### src/rtl/ps2_key_ctrl_if.sv
// rtl/ps2_key_ctrl_if.sv - PS/2 receiver FIFO handshake bundle
interface ps2_key_ctrl_if;
  logic       ready;
  logic [7:0] data;
  logic       overflow;
  logic       nextdata_n;

  // FIFO side: presents bytes and flags, receives the pop strobe
  modport master (
    output ready,
    output data,
    output overflow,
    input  nextdata_n
  );

  // Sequencer side: consumes bytes and issues the pop strobe
  modport slave (
    input  ready,
    input  data,
    input  overflow,
    output nextdata_n
  );
endinterface

### src/rtl/ps2_key_ctrl.sv
// rtl/ps2_key_ctrl.sv - PS/2 scan-byte sequencer with modifier tracking and press counting
module ps2_key_ctrl #(
  parameter int         CNT_W   = 8,
  parameter logic [7:0] SHIFT_L = 8'h12,
  parameter logic [7:0] SHIFT_R = 8'h59,
  parameter logic [7:0] CTRL_C  = 8'h14,
  parameter logic [7:0] CAPS_C  = 8'h58
) (
  input  logic             clk_50,
  input  logic             reset,
  ps2_key_ctrl_if.slave    fifo,
  output logic             key_valid,
  output logic [7:0]       key_code,
  output logic             key_ext,
  output logic             key_down,
  output logic             shift_on,
  output logic             ctrl_on,
  output logic             caps_on,
  output logic [CNT_W-1:0] press_cnt,
  output logic             err
);

  typedef enum logic [1:0] {IDLE, DECODE, GAP} state_t;

  state_t     state;
  logic [7:0] byte_r;
  logic       ext_f;
  logic       brk_f;
  logic [7:0] held_code;
  logic       held_ext;
  logic       caps_held;

  // Pop one byte, decode it the following cycle, then idle one cycle so ready can settle
  always_ff @(posedge clk_50) begin
    if (reset) begin
      state           <= IDLE;
      byte_r          <= 8'h00;
      ext_f           <= 1'b0;
      brk_f           <= 1'b0;
      held_code       <= 8'h00;
      held_ext        <= 1'b0;
      caps_held       <= 1'b0;
      fifo.nextdata_n <= 1'b1;
      key_valid       <= 1'b0;
      key_code        <= 8'h00;
      key_ext         <= 1'b0;
      key_down        <= 1'b0;
      shift_on        <= 1'b0;
      ctrl_on         <= 1'b0;
      caps_on         <= 1'b0;
      press_cnt       <= '0;
      err             <= 1'b0;
    end else begin
      key_valid <= 1'b0;
      if (fifo.overflow) begin
        err <= 1'b1;
      end
      case (state)
        IDLE: begin
          if (fifo.ready) begin
            byte_r          <= fifo.data;
            fifo.nextdata_n <= 1'b0;
            state           <= DECODE;
          end
        end
        DECODE: begin
          fifo.nextdata_n <= 1'b1;
          state           <= GAP;
          if (byte_r == 8'hE0) begin
            ext_f <= 1'b1;
          end else if (byte_r == 8'hF0) begin
            brk_f <= 1'b1;
          end else if (brk_f) begin
            // Release: drop modifiers, and clear key_down only for the key currently held
            if (byte_r == SHIFT_L || byte_r == SHIFT_R) shift_on <= 1'b0;
            if (byte_r == CTRL_C) ctrl_on <= 1'b0;
            if (byte_r == CAPS_C) caps_held <= 1'b0;
            if (byte_r == held_code && ext_f == held_ext) key_down <= 1'b0;
            ext_f <= 1'b0;
            brk_f <= 1'b0;
          end else begin
            // Make: modifiers update state only; other keys pulse unless typematic repeat
            if (byte_r == SHIFT_L || byte_r == SHIFT_R) begin
              shift_on <= 1'b1;
            end else if (byte_r == CTRL_C) begin
              ctrl_on <= 1'b1;
            end else if (byte_r == CAPS_C) begin
              if (!caps_held) begin
                caps_on   <= ~caps_on;
                caps_held <= 1'b1;
              end
            end else if (!(key_down && byte_r == held_code && ext_f == held_ext)) begin
              key_valid <= 1'b1;
              key_code  <= byte_r;
              key_ext   <= ext_f;
              held_code <= byte_r;
              held_ext  <= ext_f;
              key_down  <= 1'b1;
              press_cnt <= press_cnt + CNT_W'(1);
            end
            ext_f <= 1'b0;
            brk_f <= 1'b0;
          end
        end
        GAP: begin
          state <= IDLE;
        end
        default: begin
          state <= IDLE;
        end
      endcase
    end
  end

endmodule

### src/flat_wrapper.sv
// flat-port wrapper written by rule: the top's interface ports become plain ports
module ps2_key_ctrl_flat 
#(
  parameter int         CNT_W   = 8,
  parameter logic [7:0] SHIFT_L = 8'h12,
  parameter logic [7:0] SHIFT_R = 8'h59,
  parameter logic [7:0] CTRL_C  = 8'h14,
  parameter logic [7:0] CAPS_C  = 8'h58
)
  (clk_50, reset, key_valid, key_code, key_ext, key_down, shift_on, ctrl_on, caps_on, press_cnt, err, fifo_ready, fifo_data, fifo_overflow, fifo_nextdata_n);
  ps2_key_ctrl_if fifo_i ();
  input  logic clk_50;
  input  logic reset;
  output logic key_valid;
  output logic [7:0] key_code;
  output logic key_ext;
  output logic key_down;
  output logic shift_on;
  output logic ctrl_on;
  output logic caps_on;
  output logic [CNT_W-1:0] press_cnt;
  output logic err;
  input wire logic [$bits(fifo_i.ready)-1:0] fifo_ready;
  input wire logic [$bits(fifo_i.data)-1:0] fifo_data;
  input wire logic [$bits(fifo_i.overflow)-1:0] fifo_overflow;
  output wire logic [$bits(fifo_i.nextdata_n)-1:0] fifo_nextdata_n;
  assign fifo_i.ready = fifo_ready;
  assign fifo_i.data = fifo_data;
  assign fifo_i.overflow = fifo_overflow;
  assign fifo_nextdata_n = fifo_i.nextdata_n;
  ps2_key_ctrl #(.CNT_W(CNT_W), .SHIFT_L(SHIFT_L), .SHIFT_R(SHIFT_R), .CTRL_C(CTRL_C), .CAPS_C(CAPS_C)) u_core (.clk_50(clk_50), .reset(reset), .fifo(fifo_i), .key_valid(key_valid), .key_code(key_code), .key_ext(key_ext), .key_down(key_down), .shift_on(shift_on), .ctrl_on(ctrl_on), .caps_on(caps_on), .press_cnt(press_cnt), .err(err));
endmodule
### config.mk
export PLATFORM = sky130hd
export DESIGN_NAME = ps2_key_ctrl_flat
export DESIGN_NICKNAME = d
export VERILOG_FILES = /design/src/rtl/ps2_key_ctrl_if.sv /design/src/rtl/ps2_key_ctrl.sv /design/src/flat_wrapper.sv
export SDC_FILE = /design/constraint.sdc
export NUM_CORES = 1
export LEC_CHECK = 0
export ABC_AREA = 0
export CAP_MARGIN = 20
export CORE_AREA = 5 5 65 67
export CTS_BUF_LIST = sky130_fd_sc_hd__clkbuf_8
export CTS_CLUSTER_DIAMETER = 120
export DETAILED_ROUTE_END_ITERATION = 12
export DIE_AREA = 0 0 70 72
export GPL_ROUTABILITY_DRIVEN = 0
export PLACE_DENSITY_LB_ADDON = 0.05
export SYNTH_ARGS = -nofsm -noshare
export SYNTH_HDL_FRONTEND = slang
export SYNTH_SLANG_ARGS = --single-unit
export TNS_END_PERCENT = 10
### constraint.sdc
create_clock -name clk_50 -period 4.1 [get_ports clk_50]
set_input_delay 0.41 -clock clk_50 [delete_from_list [all_inputs] [get_ports clk_50]]
set_output_delay 0.41 -clock clk_50 [all_outputs]
set_load 0.05 [all_outputs]
Yosys cells after proc, flatten, opt, wreduce, memory -nomap -nowiden
Index checks and enable logic that the tools add are counted.
W data, S select, Z words.
- logic and storage cells: 85
- output and inout bits: 24
- register bits: 37
- input bits: 12
- reductions and logical operators: 17
- equal/unequal tests: 16
- bitwise operators: 10
- add/sub/neg operators: 1
- muxes and demuxes: 26
- operator list (kind ; count):
    $reduce_and A8 Y1 ; 3
    $mux W1 ; 23
    $eq A8 B5 Y1 const B ; 2
    $eq A8 B7 Y1 const B ; 2
    $eq A8 B8 Y1 const B ; 2
    $ne A2 B1 Y1 const B ; 5
    $not A1 Y1 ; 10
    $add A8 B1 Y8 const B ; 1
    $eq A8 B8 Y1 ; 1
    $reduce_and A2 Y1 ; 4
    $reduce_or A8 Y1 ; 1
    $reduce_and A6 Y1 ; 1
    $reduce_and A5 Y1 ; 1
    $ne A2 B2 Y1 const B ; 2
    $pmux W2 S2 ; 1
    $reduce_and A4 Y1 ; 1
    $logic_and A1 B1 Y1 ; 3
    $eq A2 B1 Y1 const B ; 1
    $logic_not A2 Y1 ; 1
    $mux W2 ; 1
    $pmux W1 S2 ; 1
    $reduce_bool A2 Y1 ; 1
    $eq A1 B1 Y1 ; 1
    $logic_or A1 B1 Y1 ; 1

Logic depth before layout (Yosys ltp)
Gate-level depths: netlist (run 1).
- depth after elaboration: 8
- gate-level depth with buffers: 7
- depth with buffers taken out: 5

Worst setup path before layout (run 1)
Ideal clock, no wire load.
- path kind: register to register
- from: register u_core.held_ext
- to: register u_core.press_cnt[5]
- slack: 2.056 ns
- path buffers: 1
- library setup time: 0.121 ns
- arrival time: 1.922 ns
- clock period less this slack: 2.044 ns
- stages on the path, launching flop included: 7
- required time: 3.979 ns
- cell sequence: dfxtp_1 > xor2_1 > nor4_1 > and4_1 > buf_2 > nor4_2 > mux2_4
- word-level cells in the longest chain between the ends: 4
- ends and longest elaborated chain (element ; RTL line ; source):
    start, declared ; ps2_key_ctrl.sv:30 ; logic held_ext;
    start signal, assigned ; ps2_key_ctrl.sv:97 ; held_ext <= ext_f;
    $eq A1 B1 Y1 ; ps2_key_ctrl.sv:92 ; end else if (!(key_down && byte_r == held_code && ext_f == held_ext)) begin
    $logic_and A1 B1 Y1 ; ps2_key_ctrl.sv:92 ;
    $not A1 Y1 (no source line) ; n/a ;
    $reduce_and A8 Y1 (no source line) ; n/a ;
    end signal, assigned ; ps2_key_ctrl.sv:99 ; press_cnt <= press_cnt + CNT_W'(1);
    end, declared ; ps2_key_ctrl.sv:19 ; output logic [CNT_W-1:0] press_cnt,
No other way between the ends.
A chain may end at the register's enable or synchronous reset.

Worst setup path after layout (run 1)
- from: register u_core.byte_r[4]
- to: register u_core.press_cnt[5]
- word-level cells in the longest chain between the ends: 5
- elaborated cells between the ends (all ways): 17
- those cells by class: eq/ne: 7; bitwise: 6; reduce/logical: 4
- ends and longest elaborated chain (element ; RTL line ; source):
    start, declared ; ps2_key_ctrl.sv:26 ; logic [7:0] byte_r;
    start signal, assigned ; ps2_key_ctrl.sv:61 ; byte_r <= fifo.data;
    $eq A8 B8 Y1 ; ps2_key_ctrl.sv:92 ;
    $logic_and A1 B1 Y1 (2 in a row) ; ps2_key_ctrl.sv:92 ;
    $not A1 Y1 (no source line) ; n/a ;
    $reduce_and A8 Y1 (no source line) * ; n/a ;
Mark *: on every way between the ends. The rest lies on a longest branch, timed or not.

==> flow_metrics.py, run 1 <==
metrics = {
    "sta": {
        "setup-violations-final": 0,
        "timing.final.crit_share_pct": 61.3,
        "grt_setup_unrepaired": "false",
        "min_period_ns": 2.51,
        "fin_setup_tns_ns": 0,
        "fin_skew_ns": 0.00873,
        "maxSlewHeadroom_pct": 41.2,
        "finalHoldViolations": 0,
        "worstMarginPinSlew_ns": 0.882,
        "max_freq_mhz": 398,
        "whs_ns": 0.472,
        "final_max_slew_viol_count": 0,
    },
    "clock_tree": {
        "clock_path_buffers": 2,
        "clock_latency_ns": 0.29,
        "clkTransAtPathRegs_ns": 0.07,
        "cts.sinks": 37,
        "cts_hold_buf": 0,
        "numCtsBuffers": 5,
        "cts_root_buf": "clkbuf_8",
        "cts_tree": "yes",
        "cts_resized": 0,
        "h-tree-depth": 2,
        "cts_setup_buffers": 0,
    },
    "critical_path": {
        "crit_chain": "or3b_1, or3_1, o2111ai_2, nor4_2, mux2_4",
        "cp.arrival_ns": 2.70,
        "critPathMaxStageDelay_ns": 0.74,
        "critPathLaunchType": "register",
        "crit_type": "reg -> reg",
        "cp_top_family": "simple AND/OR/NAND/NOR gates",
        "slowest_stage": "o2111ai_2",
        "r2r_start": "u_core.byte_r[4]$_SDFFE_PP0P_",
        "end_kind": "register",
        "worst-path-buf-inv": 0,
        "worst-path-max-fanout": 21,
        "required_ns": 4.29,
        "startpoint": "u_core.byte_r[4]$_SDFFE_PP0P_",
        "rrSetupSlack_ns": 1.59,
    },
    "pwr": {
        "peakVddDrop_uv": 259,
        "powerDensity_nw_per_um2": 342,
        "leakage_nw": 0.800,
    },
    "layout": {
        "antenna_cells": 0,
        "stdcell_area_sq_um": 2150,
        "area_growth_pct": 24.8,
        "drive_gt1_share_pct": 7.66,
        "fin_cells": 270,
        "fin_nets": 234,
    },
    "synth": {
        "synthCells": 193,
        "synthesis.nets": 206,
        "syn_avg_cell_area_sq_um": 8.95,
        "seq_area_frac_synth_pct": 42.9,
        "ys_seq_elements": 37,
        "synth_area_sq_um": 1730,
        "ys_warn_count": 0,
        "synth_cell_type_count": 38,
    },
    "route": {
        "vias": 1459,
        "drc": 0,
        "first_iter_violations": 78,
        "wl_um": 3840,
        "wl_per_cell_um": 14.2,
        "final_antenna_net_count": 0,
        "viasPerCell": 5.40,
        "dr.pass1.iters": 4,
    },
    "die": {
        "initial_core_util_pct": 48.3,
        "fp.dieW_um": 70,
        "pin_count": 36,
        "rows": 22,
        "dieArea_sq_um": 5040,
        "core_sq_um": 3580,
        "die_y_um": 72,
    },
    "placement": {
        "dp.cells": 262,
        "placed_cell_area_sq_um": 2070,
        "dpl.hpwl_um": 2690,
        "placement.io_buffers": 35,
    },
    "global_routing": {
        "grt_overflow_total": 0,
        "antenna_found_initial": 0,
        "grt_pass1_wl_um": 6580,
        "grt_max_degree": 36,
        "grt_pass1_vias": 1432,
        "gr-usage-all-layers_pct": 16.3,
    },
    "job": {
        "drv_cap": 0,
    },
    "min_path": {
        "hold_path.class": "reg -> reg",
        "hp-start": "u_core.fifo.nextdata_n$_SDFFE_PP1P_",
    },
    "run_status": {
        "status": "complete, no violations",
    },
}
-- synthesized netlist by cell type --
library cell	count	area, sq um
nand4_1	4	25.0
a31oi_4	1	21.3
a21oi_1	16	80.1
and4_1	1	8.76
mux2_4	3	45.0
buf_6	1	11.3
o2111ai_2	1	15.0
a211o_1	2	17.5
nor2_1	28	105
nand2b_1	2	12.5
mux2i_1	11	110
nand4b_1	1	8.76
o21ai_0	12	60.1
nor4bb_1	1	10.0
or3_1	2	12.5
a311oi_1	1	8.76
or4_1	2	15.0
clkbuf_1	6	22.5
nand2_1	3	11.3
buf_1	1	3.75
nand3_1	16	80.1
nor4_1	1	6.26
nor2b_1	4	25.0
nor4_2	1	12.5
xor2_1	10	87.6
and3b_1	1	8.76
ha_1	1	12.5
nor3_2	2	20.0
or3b_1	1	8.76
inv_1	2	7.51
o2111a_1	1	11.3
nor3_1	6	30.0
dfxtp_1	37	741
clkbuf_2	1	5.00
or4b_1	1	10.0
o31ai_1	2	15.0
buf_2	6	30.0
mux2_2	1	11.3
-- metal layers --
layer	global-route usage [%]	up-vias	share of wire [%]
met3	5.26	6	5.1
met5	0	-	0
li1	-	740	-
met2	28.1	33	47
met1	18.8	680	46
met4	6.17	0	1.6
-- worst reg2reg max path, stage by stage (launching register included) --
cell and delay [ns]:
dfxtp_1 0.44, or3b_1 0.40, or3_1 0.36, o2111ai_2 0.74
nor4_2 0.14, mux2_4 0.32
-- state kept, by name, summed over array words and instances (netlist names) --
name / flops
u_core.byte_r: 8
u_core.ctrl_on: 1
u_core.caps_on: 1
u_core.key_code: 8
u_core.held_ext: 1
u_core.key_valid: 1
u_core.state: 2
u_core.caps_held: 1
u_core.shift_on: 1
u_core.key_down: 1
u_core.brk_f: 1
u_core.fifo.nextdata_n: 1
u_core.press_cnt: 8
u_core.err: 1
u_core.ext_f: 1
-- logic make-up after synthesis --
family	share of synthesized area, %
compound gates	13.3
xor+xnor	5.07
fa+ha+maj	0.725
buf+inv	4.64
flops	42.9
mux	9.64
simple gates	23.8
-- area by class of cell --
cell class,instances,area (sq um)
Tap cell,48,60.1
Sequential cell,37,741
Multi-Input combinational cell,139,906
Fill cell,331,1420
Clock inverter,3,13.8
Timing Repair Buffer,36,358
Clock buffer,5,68.8
Inverter,2,7.51
-- where the power goes --
group / switching, mW / total (mW) / internal (mW) / leakage [nW]
combinational: 0.0644 / 0.106 / 0.0417 / 0.450
sequential: 0.0175 / 0.390 / 0.372 / 0.301
clock: 0.127 / 0.242 / 0.115 / 0.0491
total: 0.208 / 0.738 / 0.529 / 0.800
-- worst paths after layout --
kind | endpoint | cells past startpoint
setup reg to reg | u_core.press_cnt[5]$_SDFFE_PP0P_ | 5
hold / removal | u_core.fifo.nextdata_n$_SDFFE_PP1P_ | 1
hold reg to reg | u_core.fifo.nextdata_n$_SDFFE_PP1P_ | 1
setup / recovery | u_core.press_cnt[5]$_SDFFE_PP0P_ | 5
-- per-stage QoR --
step | power, mW | setup WS, ns | util, %
after CTS | 0.746 | 1.61 | 60.2
after global placement | 0.502 | 1.66 | 57.9
after global routing | 0.773 | 1.45 | 60.2
final | 0.738 | 1.59 | 60.2
after floorplan | 0.471 | 2.06 | -
after detailed placement | 0.504 | 1.62 | 57.9
-- placed cells by master (no fill, tap or decap), types with 2 or more instances in the layout --
cell,instances
a211o_1,2
a21oi_1,16
clkbuf_8,5
clkdlybuf4s50_1,35
clkinv_2,2
dfxtp_1,37
inv_1,3
mux2_4,3
mux2i_1,11
nand2_1,3
nand2b_1,2
nand3_1,16
nand4_1,4
nor2_1,28
nor2b_1,4
nor3_1,6
nor3_2,2
o21ai_0,12
o31ai_1,2
or3_1,2
or4_1,2
xor2_1,10
(Power assumes the default switching activity.)
==> run 2, diff against run 1 <==
Settings changed: CORE_AREA 5 5 65 67 to 5 5 67 69, DIE_AREA 0 0 70 72 to 0 0 72 74.
Clock period 4.1 ns to 2.1 ns, I/O delays scaled along.
==> flow_metrics.py, run 2 (synthesis gave the netlist of run 1 again) <==
metrics = {
    "critical_path": {
        "crit_type": "reg -> reg",
        "rrSetupSlack_ns": 0.10,
        "critPathLaunchType": "register",
        "r2r_start": "u_core.byte_r[2]$_SDFFE_PP0P_",
        "reg2reg_to": "u_core.press_cnt[5]$_SDFFE_PP0P_",
        "required_ns": 2.28,
        "worst-path-max-fanout": 8,
        "cp.arrival_ns": 2.18,
        "end_kind": "register",
        "startpoint": "u_core.byte_r[2]$_SDFFE_PP0P_",
        "reg2regPathDepth": 5,
    },
    "min_path": {
        "holdPathEnd": "u_core.err$_SDFFE_PP0P_",
        "hold_path.class": "in -> reg",
        "min_path_cells": 3,
        "hp-start": "fifo_overflow",
    },
    "route": {
        "wl_um": 3990,
        "vias": 1523,
        "drc": 0,
        "wl_per_cell_um": 14.0,
        "viasPerCell": 5.36,
        "final_antenna_net_count": 0,
        "first_iter_violations": 98,
        "dr.pass1.iters": 4,
    },
    "die": {
        "dieArea_sq_um": 5330,
        "die_y_um": 74,
        "rows": 23,
        "initial_core_util_pct": 44.8,
        "pin_count": 36,
        "fp.dieW_um": 72,
        "core_sq_um": 3860,
    },
    "global_routing": {
        "gr-usage-all-layers_pct": 16.0,
        "grt_pass1_vias": 1477,
        "grt_pass1_wl_um": 6710,
        "grt_max_degree": 16,
        "grt_overflow_total": 0,
        "antenna_found_initial": 0,
    },
    "sta": {
        "final_max_slew_viol_count": 0,
        "fin_setup_tns_ns": 0,
        "max_freq_mhz": 500,
        "min_period_ns": 2.00,
        "setup-violations-final": 0,
        "maxSlewHeadroom_pct": 66.3,
        "finalHoldViolations": 0,
        "grt_setup_unrepaired": "false",
        "fin_skew_ns": 0.00142,
        "worstMarginPinSlew_ns": 0.504,
        "timing.final.crit_share_pct": 95.2,
    },
    "pwr": {
        "leakage_nw": 0.869,
        "peakVddDrop_uv": 380,
        "powerDensity_nw_per_um2": 646,
    },
    "clock_tree": {
        "clock_latency_ns": 0.29,
        "cts_root_buf": "clkbuf_8",
        "clkTransAtPathRegs_ns": 0.07,
        "clock_path_buffers": 2,
        "h-tree-depth": 2,
        "numCtsBuffers": 5,
        "cts_tree": "yes",
        "cts_hold_buf": 0,
        "cts.sinks": 37,
    },
    "layout": {
        "drive_gt1_share_pct": 16.2,
        "final_common_cell": "clkdlybuf4s50_1",
        "antenna_cells": 0,
        "area_growth_pct": 32.5,
        "layout_common_cells": "clkdlybuf4s50_1 (35), dfxtp_1 (32), nor2_1 (28)",
        "num-fill-cells": 378,
        "fin_nets": 246,
        "top_regs": "u_core.byte_r: 8 flops, u_core.key_code: 8 flops, u_core.press_cnt: 8 flops",
        "fin_cells": 284,
    },
    "run_status": {
        "status": "complete, no violations",
    },
    "placement": {
        "placement.io_buffers": 35,
        "dp.cells": 276,
        "dpl.hpwl_um": 2900,
    },
    "job": {
        "drv_cap": 0,
    },
}
-- run 2: changes by cell type in the layout (fill, tap and decap cells not counted), sizes merged --
cell	before	now
buf	1	13
-- run 2: layout make-up --
cell class	instances	area (sq um)	area share [%]
tap	50	62.6	2.73
clock buffer	5	68.8	3.01
clock inverter	3	13.8	0.601
sequential	37	747	32.6
multi-input combinational	139	937	41.0
timing repair buffer	48	452	19.7
inverter	2	7.51	0.328
-- run 2: worst max path at each step --
stage,endpoint,cells after the start
after floorplan,u_core.press_cnt[5]$_SDFFE_PP0P_,6
after global placement,u_core.press_cnt[5]$_SDFFE_PP0P_,5
after detailed placement,u_core.key_code[7]$_SDFFE_PP0P_,6
after CTS,u_core.key_code[7]$_SDFFE_PP0P_,6
after global routing,u_core.press_cnt[5]$_SDFFE_PP0P_,5
final,u_core.press_cnt[5]$_SDFFE_PP0P_,5
-- run 2: where the power goes --
group          internal (mW)  switching (mW)  leakage (nW)
logic                  0.105           0.138         0.517
clock network          0.225           0.251        0.0491
registers              0.728          0.0316         0.303
-- run 2: routing by layer --
layer / part of all wire (%) / global-route usage [%]
met5: 0 / 0
met4: 1.7 / 6.26
met3: 5.2 / 4.59
met2: 46 / 26.0
met1: 47 / 20.2
-- run 2: critical path: stages, from the launching register on --
cell and delay [ns]:
dfxtp_2 0.43, and3b_1 0.23, a21oi_1 0.29, o2111ai_4 0.25, nor4_2 0.36, mux2_4 0.32
-- run 2: repair_timing --
| action | 4_1_cts | 5_1_grt |
|---|---|---|
| endpoints found under the setup margin | 12 | 16 |
| hold endpoints to repair | 0 | 0 |
| buffers inserted | 0 | 0 |
| pin swaps | 0 | 1 |
| gates resized for setup | 2 | 10 |
-- run 2: per-stage QoR --
stage	total power, mW	util (%)	worst slack [ns]	area, sq um	hold WS [ns]
2_1_floorplan	0.920	-	0.0563	1730	0.326
3_3_place_gp	1.00	56.1	0.0338	2160	0.443
3_5_place_dp	1.01	56.1	-0.0513	2160	0.458
4_1_cts	1.49	58.6	0.00671	2260	0.472
5_1_grt	1.55	59.3	0.00131	2290	0.475
6_report	1.48	59.3	0.100	2290	0.471
